File: config.mk
export PLATFORM = sky130hd
export DESIGN_NAME = ddr3_loopback_traffic_generator
export DESIGN_NICKNAME = d
export VERILOG_FILES = /design/src/rtl/ddr3_traffic_pkg.sv /design/src/rtl/ddr3_pattern_gen.sv /design/src/rtl/ddr3_loopback_traffic_generator.sv
export SDC_FILE = /design/constraint.sdc
export NUM_CORES = 1
export LEC_CHECK = 0
export CAP_MARGIN = 40
export CORE_ASPECT_RATIO = 0.6
export CORE_MARGIN = 4
export CORE_UTILIZATION = 42
export DETAILED_ROUTE_END_ITERATION = 10
export SYNTH_ARGS = -nofsm -noshare
export SYNTH_HDL_FRONTEND = slang
export SYNTH_HIERARCHICAL = 1
export SYNTH_SLANG_ARGS = --single-unit
File: constraint.sdc
create_clock -name clk -period 2.9 [get_ports clk]
set_input_delay 0.435 -clock clk [delete_from_list [all_inputs] [get_ports clk]]
set_output_delay 0.435 -clock clk [all_outputs]
set_load 0.01 [all_outputs]
File: src/rtl/ddr3_traffic_pkg.sv
// +--------------------------------------------------------------------+
// | Module      : ddr3_traffic_pkg                                      |
// | Description : Shared FSM encoding, LFSR constants and status widths |
// |               for the DDR3 loopback traffic generator.              |
// | Revision    : 1.0 - initial release                                 |
// +--------------------------------------------------------------------+
`default_nettype none

package ddr3_traffic_pkg;

  typedef enum logic [1:0] {
    ST_IDLE  = 2'd0,
    ST_WRITE = 2'd1,
    ST_READ  = 2'd2,
    ST_DONE  = 2'd3
  } traffic_state_t;

  localparam int ERROR_COUNT_BITWIDTH = 8;

  localparam logic [7:0]  LFSR8_SEED  = 8'hA5;
  localparam logic [7:0]  LFSR8_TAPS  = 8'hB8;
  localparam logic [15:0] LFSR16_SEED = 16'hACE1;
  localparam logic [15:0] LFSR16_TAPS = 16'hB400;

  function automatic logic [15:0] lfsr_seed(input int width);
    return (width == 16) ? LFSR16_SEED : {8'h00, LFSR8_SEED};
  endfunction

  function automatic logic [15:0] lfsr_taps(input int width);
    return (width == 16) ? LFSR16_TAPS : {8'h00, LFSR8_TAPS};
  endfunction

endpackage

`default_nettype wire

File: src/rtl/ddr3_pattern_gen.sv
// +--------------------------------------------------------------------+
// | Module      : ddr3_pattern_gen                                      |
// | Description : Test-pattern sequencer; counter by default, Galois    |
// |               LFSR when LFSR_PATTERN_EN is defined.                 |
// | Revision    : 1.0 - initial release                                 |
// +--------------------------------------------------------------------+
`default_nettype none

module ddr3_pattern_gen
  import ddr3_traffic_pkg::*;
#(
  parameter int DQ_BITWIDTH = 8
) (
  input  logic                   clk,
  input  logic                   reset,
  input  logic                   load,
  input  logic                   advance,
  output logic [DQ_BITWIDTH-1:0] pattern
);

  logic [DQ_BITWIDTH-1:0] w_next;

`ifdef LFSR_PATTERN_EN
  localparam logic [DQ_BITWIDTH-1:0] c_seed = DQ_BITWIDTH'(lfsr_seed(DQ_BITWIDTH));
  localparam logic [DQ_BITWIDTH-1:0] c_taps = DQ_BITWIDTH'(lfsr_taps(DQ_BITWIDTH));

  // Right-shifting Galois form: the bit shifted out selects the tap mask.
  assign w_next = pattern[0] ? ((pattern >> 1) ^ c_taps) : (pattern >> 1);
`else
  localparam logic [DQ_BITWIDTH-1:0] c_seed = '0;

  assign w_next = pattern + 1'b1;
`endif

  always_ff @(posedge clk) begin
    if (reset) begin
      pattern <= '0;
    end else if (load) begin
      pattern <= c_seed;
    end else if (advance) begin
      pattern <= w_next;
    end
  end

endmodule

`default_nettype wire

File: src/rtl/ddr3_loopback_traffic_generator.sv
// +--------------------------------------------------------------------+
// | Module      : ddr3_loopback_traffic_generator                       |
// | Description : Write/read-back/compare stimulus stage ahead of the   |
// |               DDR3 controller. Pattern type set by LFSR_PATTERN_EN. |
// | Revision    : 1.0 - initial release                                 |
// +--------------------------------------------------------------------+
`default_nettype none

module ddr3_loopback_traffic_generator
  import ddr3_traffic_pkg::*;
#(
  parameter int DQ_BITWIDTH           = 8,
  parameter int BANK_ADDRESS_BITWIDTH = 3,
  parameter int ADDRESS_BITWIDTH      = 15,
  parameter int NUM_OF_TEST_DATA      = 4,
  parameter int START_ADDRESS         = 0,
  parameter int TIMEOUT_CYCLES        = 65535
) (
  input  logic                                              clk,
  input  logic                                              reset,
  input  logic                                              start,
  input  logic                                              wr_accept,
  input  logic                                              rd_accept,
  input  logic                                              rd_valid,
  input  logic [DQ_BITWIDTH-1:0]                            data_from_ram,
  output logic                                              write_enable,
  output logic                                              read_enable,
  output logic [BANK_ADDRESS_BITWIDTH+ADDRESS_BITWIDTH-1:0] i_user_data_address,
  output logic [DQ_BITWIDTH-1:0]                            data_to_ram,
  output logic                                              busy,
  output logic                                              done_writing,
  output logic                                              done_reading,
  output logic                                              done,
  output logic                                              pass,
  output logic                                              timeout,
  output logic [ERROR_COUNT_BITWIDTH-1:0]                   error_count,
  output logic [BANK_ADDRESS_BITWIDTH+ADDRESS_BITWIDTH-1:0] first_error_address
);

  localparam int c_addr_w = BANK_ADDRESS_BITWIDTH + ADDRESS_BITWIDTH;
  localparam int c_wdog_w = $clog2(TIMEOUT_CYCLES + 1);
  localparam logic [c_addr_w-1:0] c_start = c_addr_w'(START_ADDRESS);
  localparam logic [c_addr_w-1:0] c_last  = c_addr_w'(NUM_OF_TEST_DATA - 1);

  traffic_state_t                  r_state;
  logic [c_addr_w-1:0]             r_wr_idx;
  logic [c_addr_w-1:0]             r_rd_idx;
  logic [c_addr_w-1:0]             r_chk_idx;
  logic [c_wdog_w-1:0]             r_wdog;

  logic [DQ_BITWIDTH-1:0]          w_chk_pattern;
  logic                            w_start_ok;
  logic                            w_wr_last;
  logic                            w_chk_last;
  logic                            w_mismatch;
  logic                            w_activity;
  logic                            w_wdog_expired;
  logic [ERROR_COUNT_BITWIDTH-1:0] w_err_next;

  assign w_start_ok     = start && (r_state == ST_IDLE || r_state == ST_DONE);
  assign w_wr_last      = (r_wr_idx == c_last);
  assign w_chk_last     = (r_chk_idx == c_last);
  assign w_mismatch     = rd_valid && (data_from_ram != w_chk_pattern);
  assign w_activity     = wr_accept || rd_accept || rd_valid;
  assign w_wdog_expired = (r_wdog == c_wdog_w'(TIMEOUT_CYCLES - 1));
  assign w_err_next     = (w_mismatch && error_count != '1)
                        ? error_count + 1'b1 : error_count;

  // Writer and checker run independent copies so reads can overlap checks.
  ddr3_pattern_gen #(.DQ_BITWIDTH(DQ_BITWIDTH)) u_wr_pattern (
    .clk     (clk),
    .reset   (reset),
    .load    (w_start_ok),
    .advance (r_state == ST_WRITE && wr_accept && !w_wr_last),
    .pattern (data_to_ram)
  );

  ddr3_pattern_gen #(.DQ_BITWIDTH(DQ_BITWIDTH)) u_chk_pattern (
    .clk     (clk),
    .reset   (reset),
    .load    (r_state == ST_WRITE && wr_accept && w_wr_last),
    .advance (r_state == ST_READ && rd_valid),
    .pattern (w_chk_pattern)
  );

  always_ff @(posedge clk) begin
    if (reset) begin
      r_state             <= ST_IDLE;
      r_wr_idx            <= '0;
      r_rd_idx            <= '0;
      r_chk_idx           <= '0;
      r_wdog              <= '0;
      write_enable        <= 1'b0;
      read_enable         <= 1'b0;
      i_user_data_address <= '0;
      busy                <= 1'b0;
      done_writing        <= 1'b0;
      done_reading        <= 1'b0;
      done                <= 1'b0;
      pass                <= 1'b0;
      timeout             <= 1'b0;
      error_count         <= '0;
      first_error_address <= '0;
    end else begin
      if (w_activity) begin
        r_wdog <= '0;
      end
      unique case (r_state)
        ST_IDLE, ST_DONE: begin
          if (start) begin
            r_state             <= ST_WRITE;
            r_wr_idx            <= '0;
            r_rd_idx            <= '0;
            r_chk_idx           <= '0;
            r_wdog              <= '0;
            write_enable        <= 1'b1;
            read_enable         <= 1'b0;
            i_user_data_address <= c_start;
            busy                <= 1'b1;
            done_writing        <= 1'b0;
            done_reading        <= 1'b0;
            done                <= 1'b0;
            pass                <= 1'b0;
            timeout             <= 1'b0;
            error_count         <= '0;
            first_error_address <= '0;
          end
        end
        ST_WRITE: begin
          if (wr_accept) begin
            if (w_wr_last) begin
              r_state             <= ST_READ;
              write_enable        <= 1'b0;
              done_writing        <= 1'b1;
              read_enable         <= 1'b1;
              i_user_data_address <= c_start;
              r_rd_idx            <= '0;
              r_chk_idx           <= '0;
            end else begin
              r_wr_idx            <= r_wr_idx + 1'b1;
              i_user_data_address <= i_user_data_address + 1'b1;
            end
          end
        end
        ST_READ: begin
          if (rd_accept && read_enable) begin
            i_user_data_address <= i_user_data_address + 1'b1;
            r_rd_idx            <= r_rd_idx + 1'b1;
            if (r_rd_idx == c_last) begin
              read_enable <= 1'b0;
            end
          end
          if (rd_valid) begin
            r_chk_idx   <= r_chk_idx + 1'b1;
            error_count <= w_err_next;
            if (w_mismatch && error_count == '0) begin
              first_error_address <= c_start + r_chk_idx;
            end
            if (w_chk_last) begin
              r_state      <= ST_DONE;
              read_enable  <= 1'b0;
              done_reading <= 1'b1;
              done         <= 1'b1;
              busy         <= 1'b0;
              pass         <= (w_err_next == '0);
            end
          end
        end
        default: r_state <= ST_IDLE;
      endcase

      // Watchdog only counts cycles in which nothing moved while a pass is live.
      if (busy && !w_activity) begin
        if (w_wdog_expired) begin
          r_state      <= ST_DONE;
          timeout      <= 1'b1;
          write_enable <= 1'b0;
          read_enable  <= 1'b0;
          done         <= 1'b1;
          busy         <= 1'b0;
          pass         <= 1'b0;
        end else begin
          r_wdog <= r_wdog + 1'b1;
        end
      end
    end
  end

endmodule

`default_nettype wire

==> impl_metrics.ini, run 1 <==
[status]
status = finished clean

[clock_tree]
clock_sinks = 140
ctsHoldBuffers = 0
clockBufferDepth = 2
h-tree-depth = 4
cts_tree = yes
cts_root_buf = clkbuf_16
cts_resized = 0
clock_latency_ns = 0.41
post_cts.repair.setup_buffers = 0
path_clk_slew_ns = 0.06
cts_buffers = 17

[synth]
synth_top_area_share_pct = 40.5
syn-num-nets = 846
synthCells = 820
synth_async_sr_flop_share_pct = 0
yosysTopAreaCell = dfxtp_1
synth_edf_count = 0
synth_area_sq_mm = 0.00691
yosys_most_used_dff = dfxtp_1
yosysUniqueCellTypes = 62
ys_ff_latch = 140
synth_area_leaders = dfxtp_1, xor2_1, nor2_1
yosysWarnings = 6
syn_avg_cell_area_sq_um = 8.43
seq_area_frac_synth_pct = 40.5

[sta]
setup_violations = 0
final.setup_skew_ns = 0.0106
hold_viol = 0
rsz0062_at_grt = no
maxSlewHeadroom_pct = 54.1
slew_violations = 0
worstMarginPinSlew_ns = 0.688
fin_crit_ns = 2.56
period_share_pct = 88.3
max_freq_mhz = 390
finalSetupTns_ns = 0

[detailed_routing]
wl_um = 17200
drc = 0
post_drt_wl_per_cell_um = 15.4
num_vias = 6103
first_pass_iters = 5
drt-vias-per-instance = 5.46
drtIter0Drc = 466
ant_nets = 0

[worst_setup_path]
timing.rr.start = r_state[1]$_SDFF_PP0_
crit_arrival_ns = 2.90
worstPathMaxFanout = 9
worstPathRequired_ns = 3.24
crit_path_end_kind = register
r2r_end = r_wr_idx[16]$_SDFFE_PP0P_
cp-start-kind = register
reg2reg_slack_ns = 0.34
path_class = reg -> reg
reg2reg_depth = 8

[min_path]
min_from = first_error_address[16]$_SDFFE_PP0P_
min_path_type = reg -> reg
hold_path_depth = 2
holdPathEnd = first_error_address[16]$_SDFFE_PP0P_

[placement]
dpl.hpwl_um = 12400
gp_congestion = 0.858
io_buffers = 73
dpl_cell_area_sq_mm = 0.00790
dp_cells = 1086

[pwr]
p_sw_share_pct = 24.0
p_int_w = 0.00336
seqPwrFrac_pct = 44.1
leakage_nw = 2.94
power_density_mw_per_mm2 = 520
irDropWorstVdd_mv = 0.467
p_clk_share_pct = 49.7
pwr-share-comb_pct = 6.2
power_switching_w = 0.00106

[floorplan]
num_io_pins = 74
fp.dieH_um = 107
start_util_pct = 42.8
fp.dieW_um = 174
placementRows = 36
dieArea_sq_mm = 0.0186
coreArea_sq_mm = 0.0162

[global_route]
grt_max_degree = 37
globalRouteOverflowTotal = 0
antenna_found_initial = 0
grtUsageTotal_pct = 18.6
grt_pass1_vias = 5687
grt_pass1_wl_um = 29000

[layout]
nNetsFinal = 922
final_cells = 1118
diodes = 0
final_common_cell = dfxtp_1
finalInstanceArea_sq_mm = 0.00849
final_cell_mix = dfxtp_1, nor2_1, clkdlybuf4s50_1, nand3_1, xor2_1
layout-drive-gt1-share_pct = 8.91
area_growth_pct = 22.8

[flow_run]
cap_violations = 0
-- worst max-delay path, stage by stage, from the launching register on --
cell,delay (ns)
dfxtp_1,0.37
inv_1,0.06
ha_1,0.32
nor2b_1,0.24
nor2_1,0.12
o21ai_2,0.13
or4_1,0.60
or4_1,0.51
a21oi_1,0.14
-- area by class of cell --
class,count,area [sq um]
sequential,140,2800
inverter,20,75.1
fill,1512,7680
clock inverter,12,138
multi-input combinational,621,3850
tap,209,262
timing repair buffer,96,903
clock buffer,20,457
-- power by group through the flow --
stage | combinational (W) | sequential (W) | clock (W)
CTS | 0.000274 | 0.00195 | 0.00224
global route | 0.000303 | 0.00195 | 0.00232
finish | 0.000275 | 0.00195 | 0.00219
floorplan | 0.000177 | 0.00199 | 0
detailed placement | 0.000273 | 0.00199 | 0
global placement | 0.000267 | 0.00199 | 0
-- registers in the layout, indices dropped and copies added (netlist names), 16 cells and up --
| register | cells |
|---|---|
| r_chk_idx | 18 |
| r_wr_idx | 18 |
| r_rd_idx | 18 |
| i_user_data_address | 18 |
| r_wdog | 16 |
| first_error_address | 18 |
-- synth_stat cells, types with 3 or more instances --
cell type	count
a21oi_1	52
buf_4	5
xnor2_1	22
buf_1	3
or3_1	17
o31ai_1	6
or4_1	7
nor4_2	4
o211ai_1	3
mux2i_1	5
nand3_1	63
nor2b_1	3
and4_1	15
inv_1	20
xor2_1	60
a211oi_1	7
a311oi_1	5
and3_1	20
or2_2	6
nand4_1	38
o21ai_0	28
nand2b_1	22
clkbuf_1	18
a31oi_1	6
buf_2	12
nor3_1	12
and2_1	5
nor2_1	102
ha_1	12
dfxtp_1	140
nor4_1	15
nand2_1	50
-- kinds of logic after synthesis --
kind of cell             synth area share (%)
XOR/XNOR                                 10.4
multiplexers                            0.887
buffers and inverters                    3.80
adder cells (fa/ha/maj)                  2.17
AND/OR/NAND/NOR                          31.0
flip-flops                               40.5
AO/OA/AOI/OAI                            11.2
-- worst max-delay path by stage --
stage,endpoint,slack (ns),depth (start not counted),startpoint
5_1_grt,r_wr_idx[16]$_SDFFE_PP0P_,0.19,8,r_state[1]$_SDFF_PP0_
2_1_floorplan,r_wr_idx[16]$_SDFFE_PP0P_,0.56,10,r_state[0]$_SDFF_PP0_
3_3_place_gp,r_wr_idx[16]$_SDFFE_PP0P_,0.29,7,start
3_5_place_dp,r_wr_idx[16]$_SDFFE_PP0P_,0.28,7,start
4_1_cts,r_wr_idx[16]$_SDFFE_PP0P_,0.36,8,r_state[1]$_SDFF_PP0_
6_report,r_wr_idx[16]$_SDFFE_PP0P_,0.34,8,r_state[1]$_SDFF_PP0_
-- per-layer routing --
| layer | vias up | wire, um | track usage [%] | share of wire [%] |
|---|---|---|---|---|
| met5 | - | 0 | 0 | 0 |
| met4 | 0 | 101 | 4.57 | 0.59 |
| met3 | 7 | 788 | 3.90 | 4.6 |
| met2 | 114 | 7380 | 27.9 | 43 |
| met1 | 2896 | 8950 | 27.5 | 52 |
| li1 | 3086 | - | - | - |
-- per-stage QoR --
| step | utilization, % | power [W] | hold WS (ns) | worst slack [ns] |
|---|---|---|---|---|
| 6_report | 52.5 | 0.00442 | 0.467 | 0.338 |
| 5_1_grt | 52.5 | 0.00458 | 0.496 | 0.193 |
| 4_1_cts | 52.5 | 0.00446 | 0.473 | 0.359 |
| 3_5_place_dp | 48.8 | 0.00226 | 0.462 | 0.276 |
| 3_3_place_gp | 48.8 | 0.00226 | 0.453 | 0.288 |
| 2_1_floorplan | - | 0.00217 | 0.440 | 0.563 |
No activity file was read; power rests on OpenSTA's default activity.
==> run 2: changes to the inputs <==
Settings changed: CORE_MARGIN 4 to 1.5.
==> run 2 against run 1 <==
Critical path depth stayed put. Fmax is 3.0% higher. Worst hold slack worse by 0.0052 ns. Clock power is 6% higher. Sequential share of layout area is 0.15 points lower. Routed wire length is 1.8% lower. Die area is 7.4% lower. Sequential power hardly changed. First-iteration DRC count is 2.8% higher. Worst setup slack better by 0.074 ns.
==> impl_metrics.ini, run 2 (synthesized netlist as in run 1, its figures left out) <==
[status]
status = finished clean

[sta]
worstMarginPinSlew_ns = 0.667
finalSetupTns_ns = 0
setup_violations = 0
hold_viol = 0
fin_crit_ns = 2.49
max_freq_mhz = 402
rsz0062_at_grt = no
setup_ws_ns = 0.413
period_share_pct = 85.8
maxSlewHeadroom_pct = 55.1
slew_violations = 0
final.setup_skew_ns = 0.0109

[layout]
final_cells = 1117
area_growth_pct = 23.4
diodes = 0
layout-drive-gt1-share_pct = 8.81
nNetsFinal = 922
finalInstanceArea_sq_mm = 0.00853
final_cell_mix = dfxtp_1, nor2_1, clkdlybuf4s50_1, nand3_1, xor2_1
final_common_cell = dfxtp_1
fin_util_pct = 52.7

[placement]
dpl.hpwl_um = 12000
dp_cells = 1086
dpl_cell_area_sq_mm = 0.00790
io_buffers = 73
gp_congestion = 0.892
place_ws_ns = 0.284

[clock_tree]
path_clk_slew_ns = 0.05
cts_resized = 0
cts_buffers = 17
h-tree-depth = 4
ctsHoldBuffers = 0
cts_tree = yes
clock_sinks = 140
clock_latency_ns = 0.42
clockBufferDepth = 2
post_cts.repair.setup_buffers = 0
cts_root_buf = clkbuf_16

[min_path]
min_path_type = reg -> reg
hold_path_depth = 2
holdPathEnd = timeout$_SDFF_PP0_
min_from = timeout$_SDFF_PP0_

[detailed_routing]
drt-vias-per-instance = 5.53
drtIter0Drc = 479
drc = 0
first_pass_iters = 5
num_vias = 6175
ant_nets = 0
wl_um = 16900
post_drt_wl_per_cell_um = 15.1

[worst_setup_path]
critPathBufInv = 1
timing.rr.start = r_state[1]$_SDFF_PP0_
crit_arrival_ns = 2.83
r2r_end = r_wr_idx[16]$_SDFFE_PP0P_
crit_top_cell = or4_1
worstPathRequired_ns = 3.24
crit_path_end_kind = register
slowest_delay_ns = 0.58
path_class = reg -> reg
cp.depth = 8
slowest_stage = or4_1
worstPathMaxFanout = 9
cp_cell_sequence = inv_1 > ha_1 > nor2b_1 > nor2_1 > o21ai_2 > or4_1 > or4_1 > a21oi_1
reg2reg_slack_ns = 0.41
reg2reg_depth = 8
cp-start-kind = register
crit_family = simple AND/OR/NAND/NOR gates

[floorplan]
fp.dieH_um = 102
fp.dieW_um = 169
placementRows = 36
num_io_pins = 74
dieArea_sq_mm = 0.0173
start_util_pct = 42.8
coreArea_sq_mm = 0.0162

[pwr]
irDropWorstVdd_mv = 0.378
leakage_nw = 2.96
power_density_mw_per_mm2 = 533

[global_route]
antenna_found_initial = 0
grt_pass1_wl_um = 28200
grtUsageTotal_pct = 20.4
globalRouteOverflowTotal = 0
grt_max_degree = 37
grt_pass1_vias = 5754

[flow_run]
cap_violations = 0
[run 2: cell types whose count changed in the layout (fill, tap and decap cells not counted), sizes merged]
cell / previous run / this run
bufinv: 2 / 4
clkbuf: 20 / 21
clkinv: 5 / 3
inv: 23 / 21
[run 2: through the flow]
stage	hold slack, ns	total power (W)
floorplan	0.440	0.00217
global placement	0.453	0.00226
detailed placement	0.455	0.00226
CTS	0.462	0.00460
global route	0.485	0.00470
finish	0.462	0.00454
[run 2: how the worst max path moves through the flow]
| stage | from | endpoint | slack [ns] |
|---|---|---|---|
| 3_5_place_dp | start | r_wr_idx[16]$_SDFFE_PP0P_ | 0.28 |
| 4_1_cts | r_state[1]$_SDFF_PP0_ | r_wr_idx[16]$_SDFFE_PP0P_ | 0.43 |
| 3_3_place_gp | rd_accept | i_user_data_address[17]$_SDFFE_PP0P_ | 0.31 |
| 6_report | r_state[1]$_SDFF_PP0_ | r_wr_idx[16]$_SDFFE_PP0P_ | 0.41 |
| 5_1_grt | r_state[1]$_SDFF_PP0_ | r_wr_idx[16]$_SDFFE_PP0P_ | 0.26 |
| 2_1_floorplan | r_state[0]$_SDFF_PP0_ | r_wr_idx[16]$_SDFFE_PP0P_ | 0.56 |
[run 2: where the power goes]
part	switching [W]	leakage (nW)	internal, W
logic	0.000172	1.52	0.000101
clock network	0.000815	0.306	0.00150
registers	0.0000139	1.13	0.00194
total	0.00100	2.96	0.00354
[run 2: cell type report]
class	count	area [sq um]
clock inverter	10	163
sequential	140	2800
fill	1456	7640
multi-input combinational	621	3850
timing repair buffer	96	903
clock buffer	21	470
tap	209	262
inverter	20	75.1
[run 2: tightest hold or removal path: stages (launching register included)]
cell and delay [ns]:
dfxtp_1 0.31, nand2_1 0.05, a21oi_1 0.05
[run 2: per-layer routing]
metal	up-vias	share of wire, %	wire (um)	global-route usage, %
met4	0	0.91	154	6.25
met5	-	0	0	0
met2	127	43	7280	31.1
met3	13	3.4	582	4.45
met1	2956	53	8890	28.9
li1	3079	-	-	-
